[config.mk]
export PLATFORM = sky130hd
export DESIGN_NAME = segre_mem_arbiter
export DESIGN_NICKNAME = d
export VERILOG_FILES = /design/src/rtl/segre_mem_arbiter.sv
export SDC_FILE = /design/constraint.sdc
export NUM_CORES = 1
export LEC_CHECK = 0
export CELL_PAD_IN_SITES_DETAIL_PLACEMENT = 2
export CELL_PAD_IN_SITES_GLOBAL_PLACEMENT = 2
export CORE_AREA = 2 2 289 291
export DETAILED_ROUTE_END_ITERATION = 8
export DIE_AREA = 0 0 291 293
export PLACE_DENSITY_LB_ADDON = 0.1
export SLEW_MARGIN = 10
export SYNTH_ARGS = -nofsm -noshare
export SYNTH_HDL_FRONTEND = slang
export SYNTH_SLANG_ARGS = --single-unit
[constraint.sdc]
create_clock -name clk_i -period 2.6 [get_ports clk_i]
set_clock_uncertainty 0.2 [all_clocks]
set_input_delay 0.52 -clock clk_i [delete_from_list [all_inputs] [get_ports clk_i]]
set_output_delay 0.52 -clock clk_i [all_outputs]
set_load 0.03 [all_outputs]
[src/rtl/segre_mem_arbiter.sv]
// segre_mem_arbiter
//   Shares the single external memory port between the instruction-fetch
//   requester (IF) and the data requester (DC: data cache + store buffer).
//   A winning request is captured in IDLE and held stable on the memory port
//   until mem_ready_i. Read data and a one-cycle ready pulse go to the owner only.
//   The data side has priority. A streak counter forces an IF grant after
//   MAX_DATA_STREAK consecutive data grants taken while IF was waiting.
//
// Ports
//   clk_i, rst_i                    clock, synchronous active-high reset
//   if_req_i/if_addr_i              IF line-read request (level)
//   if_ready_o/if_rd_data_o         IF completion pulse and line
//   dc_req_i/dc_wr_i/dc_addr_i      data request (level), write flag, address
//   dc_type_i/dc_wr_data_i          data op type, write line
//   dc_ready_o/dc_rd_data_o         data completion pulse and line
//   mem_addr_o/mem_rd_o/mem_wr_o    memory address and strobes
//   mem_data_type_o/mem_wr_data_o   memory op type and write line
//   mem_rd_data_i/mem_ready_i       memory read line and completion
//   sel_mem_o                       owner: 1 = data, 0 = IF/none
//   busy_o                          transaction in flight
//
// state   | meaning
// --------+-----------------------------------------------
// IDLE    | no transaction, requests sampled and arbitrated
// BUSY_IF | IF line read on the memory port
// BUSY_DC | data read/write on the memory port

module segre_mem_arbiter #(
  parameter int ADDR_SIZE       = 32,
  parameter int LINE_BYTES      = 16,
  parameter int MAX_DATA_STREAK = 4
) (
  input  logic                    clk_i,
  input  logic                    rst_i,
  input  logic                    if_req_i,
  input  logic [ADDR_SIZE-1:0]    if_addr_i,
  output logic                    if_ready_o,
  output logic [LINE_BYTES*8-1:0] if_rd_data_o,
  input  logic                    dc_req_i,
  input  logic                    dc_wr_i,
  input  logic [ADDR_SIZE-1:0]    dc_addr_i,
  input  logic [1:0]              dc_type_i,
  input  logic [LINE_BYTES*8-1:0] dc_wr_data_i,
  output logic                    dc_ready_o,
  output logic [LINE_BYTES*8-1:0] dc_rd_data_o,
  output logic [ADDR_SIZE-1:0]    mem_addr_o,
  output logic                    mem_rd_o,
  output logic                    mem_wr_o,
  output logic [1:0]              mem_data_type_o,
  output logic [LINE_BYTES*8-1:0] mem_wr_data_o,
  input  logic [LINE_BYTES*8-1:0] mem_rd_data_i,
  input  logic                    mem_ready_i,
  output logic                    sel_mem_o,
  output logic                    busy_o
);

  localparam int LW = LINE_BYTES * 8;
  localparam int SW = $clog2(MAX_DATA_STREAK + 1);
  localparam logic [1:0] TYPE_WORD = 2'd2;
  localparam logic [SW-1:0] STREAK_MAX = SW'(MAX_DATA_STREAK);

  typedef enum logic [1:0] {IDLE, BUSY_IF, BUSY_DC} state_e;

  state_e          state_q, state_d;
  logic [SW-1:0]   streak_q, streak_d;
  logic            grant_if, grant_dc;

  logic [ADDR_SIZE-1:0] addr_q;
  logic [1:0]           type_q;
  logic                 wr_q;
  logic [LW-1:0]        wdata_q;

  // State and streak register
  always_ff @(posedge clk_i) begin
    if (rst_i) begin
      state_q  <= IDLE;
      streak_q <= '0;
    end else begin
      state_q  <= state_d;
      streak_q <= streak_d;
    end
  end

  // Request capture: the memory port is driven only from these registers,
  // so requester inputs may change freely once granted.
  always_ff @(posedge clk_i) begin
    if (rst_i) begin
      addr_q  <= '0;
      type_q  <= TYPE_WORD;
      wr_q    <= 1'b0;
      wdata_q <= '0;
    end else if (grant_dc) begin
      addr_q  <= dc_addr_i;
      type_q  <= dc_type_i;
      wr_q    <= dc_wr_i;
      wdata_q <= dc_wr_data_i;
    end else if (grant_if) begin
      addr_q  <= if_addr_i;
      type_q  <= TYPE_WORD;
      wr_q    <= 1'b0;
      wdata_q <= '0;
    end
  end

  // Next state, arbitration and streak update
  always_comb begin
    state_d  = state_q;
    streak_d = streak_q;
    grant_if = 1'b0;
    grant_dc = 1'b0;
    case (state_q)
      IDLE: begin
        if (if_req_i && (streak_q == STREAK_MAX)) grant_if = 1'b1;
        else if (dc_req_i)                        grant_dc = 1'b1;
        else if (if_req_i)                        grant_if = 1'b1;

        if (grant_dc) begin
          state_d = BUSY_DC;
          // The streak only counts data grants that made IF wait.
          if (!if_req_i)                   streak_d = '0;
          else if (streak_q != STREAK_MAX) streak_d = streak_q + 1'b1;
        end else if (grant_if) begin
          state_d  = BUSY_IF;
          streak_d = '0;
        end
      end
      BUSY_IF, BUSY_DC: begin
        if (mem_ready_i) state_d = IDLE;
      end
      default: state_d = IDLE;
    endcase
  end

  // Outputs
  always_comb begin
    mem_addr_o      = '0;
    mem_data_type_o = TYPE_WORD;
    mem_wr_data_o   = '0;
    mem_rd_o        = 1'b0;
    mem_wr_o        = 1'b0;
    busy_o          = 1'b0;
    sel_mem_o       = 1'b0;
    if_ready_o      = 1'b0;
    if_rd_data_o    = '0;
    dc_ready_o      = 1'b0;
    dc_rd_data_o    = '0;
    if (state_q == BUSY_IF || state_q == BUSY_DC) begin
      mem_addr_o      = addr_q;
      mem_data_type_o = type_q;
      mem_wr_data_o   = wdata_q;
      mem_rd_o        = !wr_q;
      mem_wr_o        = wr_q;
      busy_o          = 1'b1;
      sel_mem_o       = (state_q == BUSY_DC);
      // A completion coinciding with reset is abandoned, not reported.
      if (mem_ready_i && !rst_i) begin
        if (state_q == BUSY_DC) begin
          dc_ready_o   = 1'b1;
          dc_rd_data_o = mem_rd_data_i;
        end else begin
          if_ready_o   = 1'b1;
          if_rd_data_o = mem_rd_data_i;
        end
      end
    end
  end

endmodule

==> reports/metrics.yaml <==
yosysWarnings: 0
peakVddDrop_v: 0.000266
cts.sinks: 168
drt-initial-drc-count: 293
ys_seq_area_share_pct: 38.9
crit_fanout: 6
fmax_ghz: 0.339
fin_crit_ns: 2.95
drc_errors: 0
critPathKind: "input pin to output pin"
timing.final.crit_share_pct: 113
ys_ff_latch: 168
r2r_end: "state_q[0]$_SDFFE_PP0P_"
ff2ff_path_depth: 10
r2r_start: "state_q[1]$_SDFFE_PP0P_"
clockBufferDepth: 2
power_w: 0.00907
rsz0062_at_grt: "yes"
critPathArrivalTime_ns: 2.23
dr.pass1.iters: 5
reg2reg_slack_ns: 0.47
crit_path_cell_trace: "clkdlybuf4s50_1, and4b_4, buf_12, clkbuf_16, clkbuf_16, and2_4, buf_6"
synthArstFlopShare_pct: 0
start_util_pct: 10.6
status: "finished with violations"
slew_headroom_pct: 67.1
synth_cell_types: 28
design.die.area_sq_mm: 0.0853
synth_area_per_cell_sq_um: 8.81
critPathRequiredTime_ns: 1.88
drv_slew: 0
synth_nets: 1313
power.density_mw_per_mm2: 419
drt-total-wl_microns: 74900
min_path_type: "register to register"
cpMostUsedCell: "clkbuf_16"
port_buffers: 751
holdPathEnd: "addr_q[25]$_SDFFE_PP0P_"
fp.dieW_microns: 291
max_stage_delay_ns: 0.50
area_growth_pct: 151
cts_root_buf: "clkbuf_16"
rows: 105
antenna_found_initial: 24
gp_congestion: 0.885
grt_max_degree: 72
finalInstanceArea_sq_mm: 0.0217
synth-edff-count: 0
whs_path_depth: 2
layout_commonest_cell: "clkdlybuf4s50_1"
cpMaxStageDelayCell: "clkdlybuf4s50_1"
cts_tree: "yes"
cts_buffers: 17
grt_overflow: 0
violations: "negative setup slack"
hold_viol_final: 0
finalSetupViolations: 418
io_pins: 752
cap_violations: 0
vias_per_cell: 3.79
layout_common_cells: "clkdlybuf4s50_1 (325), buf_6 (243), and2_4 (231), dfxtp_1 (166), buf_12 (134)"
hold_path_startpoint: "addr_q[25]$_SDFFE_PP0P_"
p_leak_nw: 9.09
layout_setup_ws_ns: -0.350
vias: 10900
drive_above_1_share_pct: 51.4
synth_cells: 981
grt_pass1_vias: 11800
end_kind: "output pin"
track_usage_pct: 15.8
syn_area_sq_mm: 0.00864
final_antenna_net_count: 0
clk_pin_slew_ns: 0.08
grt_first_pass_wirelength_microns: 95400
cts_hold_buffers: 0
fp.dieH_microns: 293
place_inst: 2761
wire_per_inst_microns: 26.1
clk_latency_ns: 0.48
nets: 2110
synth_ff_type: "dfxtp_1"
core_sq_mm: 0.0818
post_dp_cell_area_sq_mm: 0.0182
post-dp-hpwl_microns: 56900
tightestPinTransition_ns: 0.489
startpoint_type: "input pin"
h-tree-depth: 4
instances_no_fill: 2869
## power by group
part	leakage, nW	switching [W]	total [W]	internal (W)
combinational	7.42	0.00155	0.00339	0.00184
sequential	1.38	0.000115	0.00290	0.00278
clock	0.290	0.00140	0.00278	0.00138
## synth_stat cells (all sizes together), types with 4 or more instances
master / instances / area [sq um]
a211oi: 32 / 240
a21oi: 32 / 160
a22o: 132 / 1160
and2: 418 / 2620
buf: 30 / 171
clkbuf: 70 / 264
dfxtp: 168 / 3360
ha: 4 / 50.1
inv: 36 / 135
nand2b: 4 / 25.0
nor2b: 6 / 37.5
o32ai: 33 / 289
## sequential cells by signal, summed over array words and instances (netlist names)
name,count
type_q,2
wr_q,1
streak_q,3
state_q,2
wdata_q,128
addr_q,32
## per-layer routing
layer / part of all wire (%) / track usage (%) / vias up
met1: 38 / 16.8 / 5375
met5: 0.11 / 0 / -
met2: 53 / 29.7 / 453
li1: - / - / 4961
met4: 1.2 / 2.92 / 14
met3: 7.5 / 5.94 / 61
## worst max-delay path by stage
| stage | end | start | depth (start not counted) | slack [ns] |
|---|---|---|---|---|
| 5_1_grt | dc_rd_data_o[117] | state_q[1]$_SDFFE_PP0P_ | 8 | -0.46 |
| 3_3_place_gp | if_rd_data_o[52] | mem_ready_i | 6 | -0.37 |
| 2_1_floorplan | if_rd_data_o[100] | state_q[1]$_SDFFE_PP0P_ | 6 | -0.03 |
| 3_5_place_dp | if_rd_data_o[52] | mem_ready_i | 6 | -0.37 |
| 4_1_cts | if_rd_data_o[41] | state_q[0]$_SDFFE_PP0P_ | 7 | -0.39 |
| 6_report | dc_rd_data_o[117] | rst_i | 7 | -0.35 |
## worst max-delay path, delay by kind of cell
kind                   cells  cell delay, ns
AND/OR/NAND/NOR            2            0.60
buffers and inverters      5            1.08
## cell families after synthesis
group	Yosys count	share of synthesized area (%)
AND/OR/NAND/NOR	436	31.8
AO/OA/AOI/OAI	236	22.0
flip-flops	168	38.9
buffers and inverters	136	6.60
adder cells (fa/ha/maj)	4	0.579
multiplexers	1	0.130
## stage by stage
step	setup WS [ns]	TNS [ns]	hold slack [ns]	util, %
after floorplan	-0.0338	-3.38	0.229	-
after global placement	-0.369	-71.02	0.239	22.2
after detailed placement	-0.367	-73.11	0.247	22.2
after CTS	-0.386	-115.03	0.263	23.4
after global routing	-0.461	-149.51	0.284	26.4
final	-0.350	-101.78	0.262	26.5
## layout make-up
cell class / count / area [sq um]
Antenna cell: 8 / 20.0
Clock buffer: 17 / 425
Timing Repair Buffer: 878 / 10700
Inverter: 36 / 135
Tap cell: 1070 / 1340
Fill cell: 8966 / 60200
Clock inverter: 15 / 179
Sequential cell: 168 / 3370
Multi-Input combinational cell: 677 / 5450
## repair_timing
action / CTS / global route
pin swaps: 3 / 86
cloned: 2 / 34
setup buffers: 4 / 28
resized for setup: 82 / 506
setup endpoints to repair: 423 / 423
(Power assumes the default switching activity.)
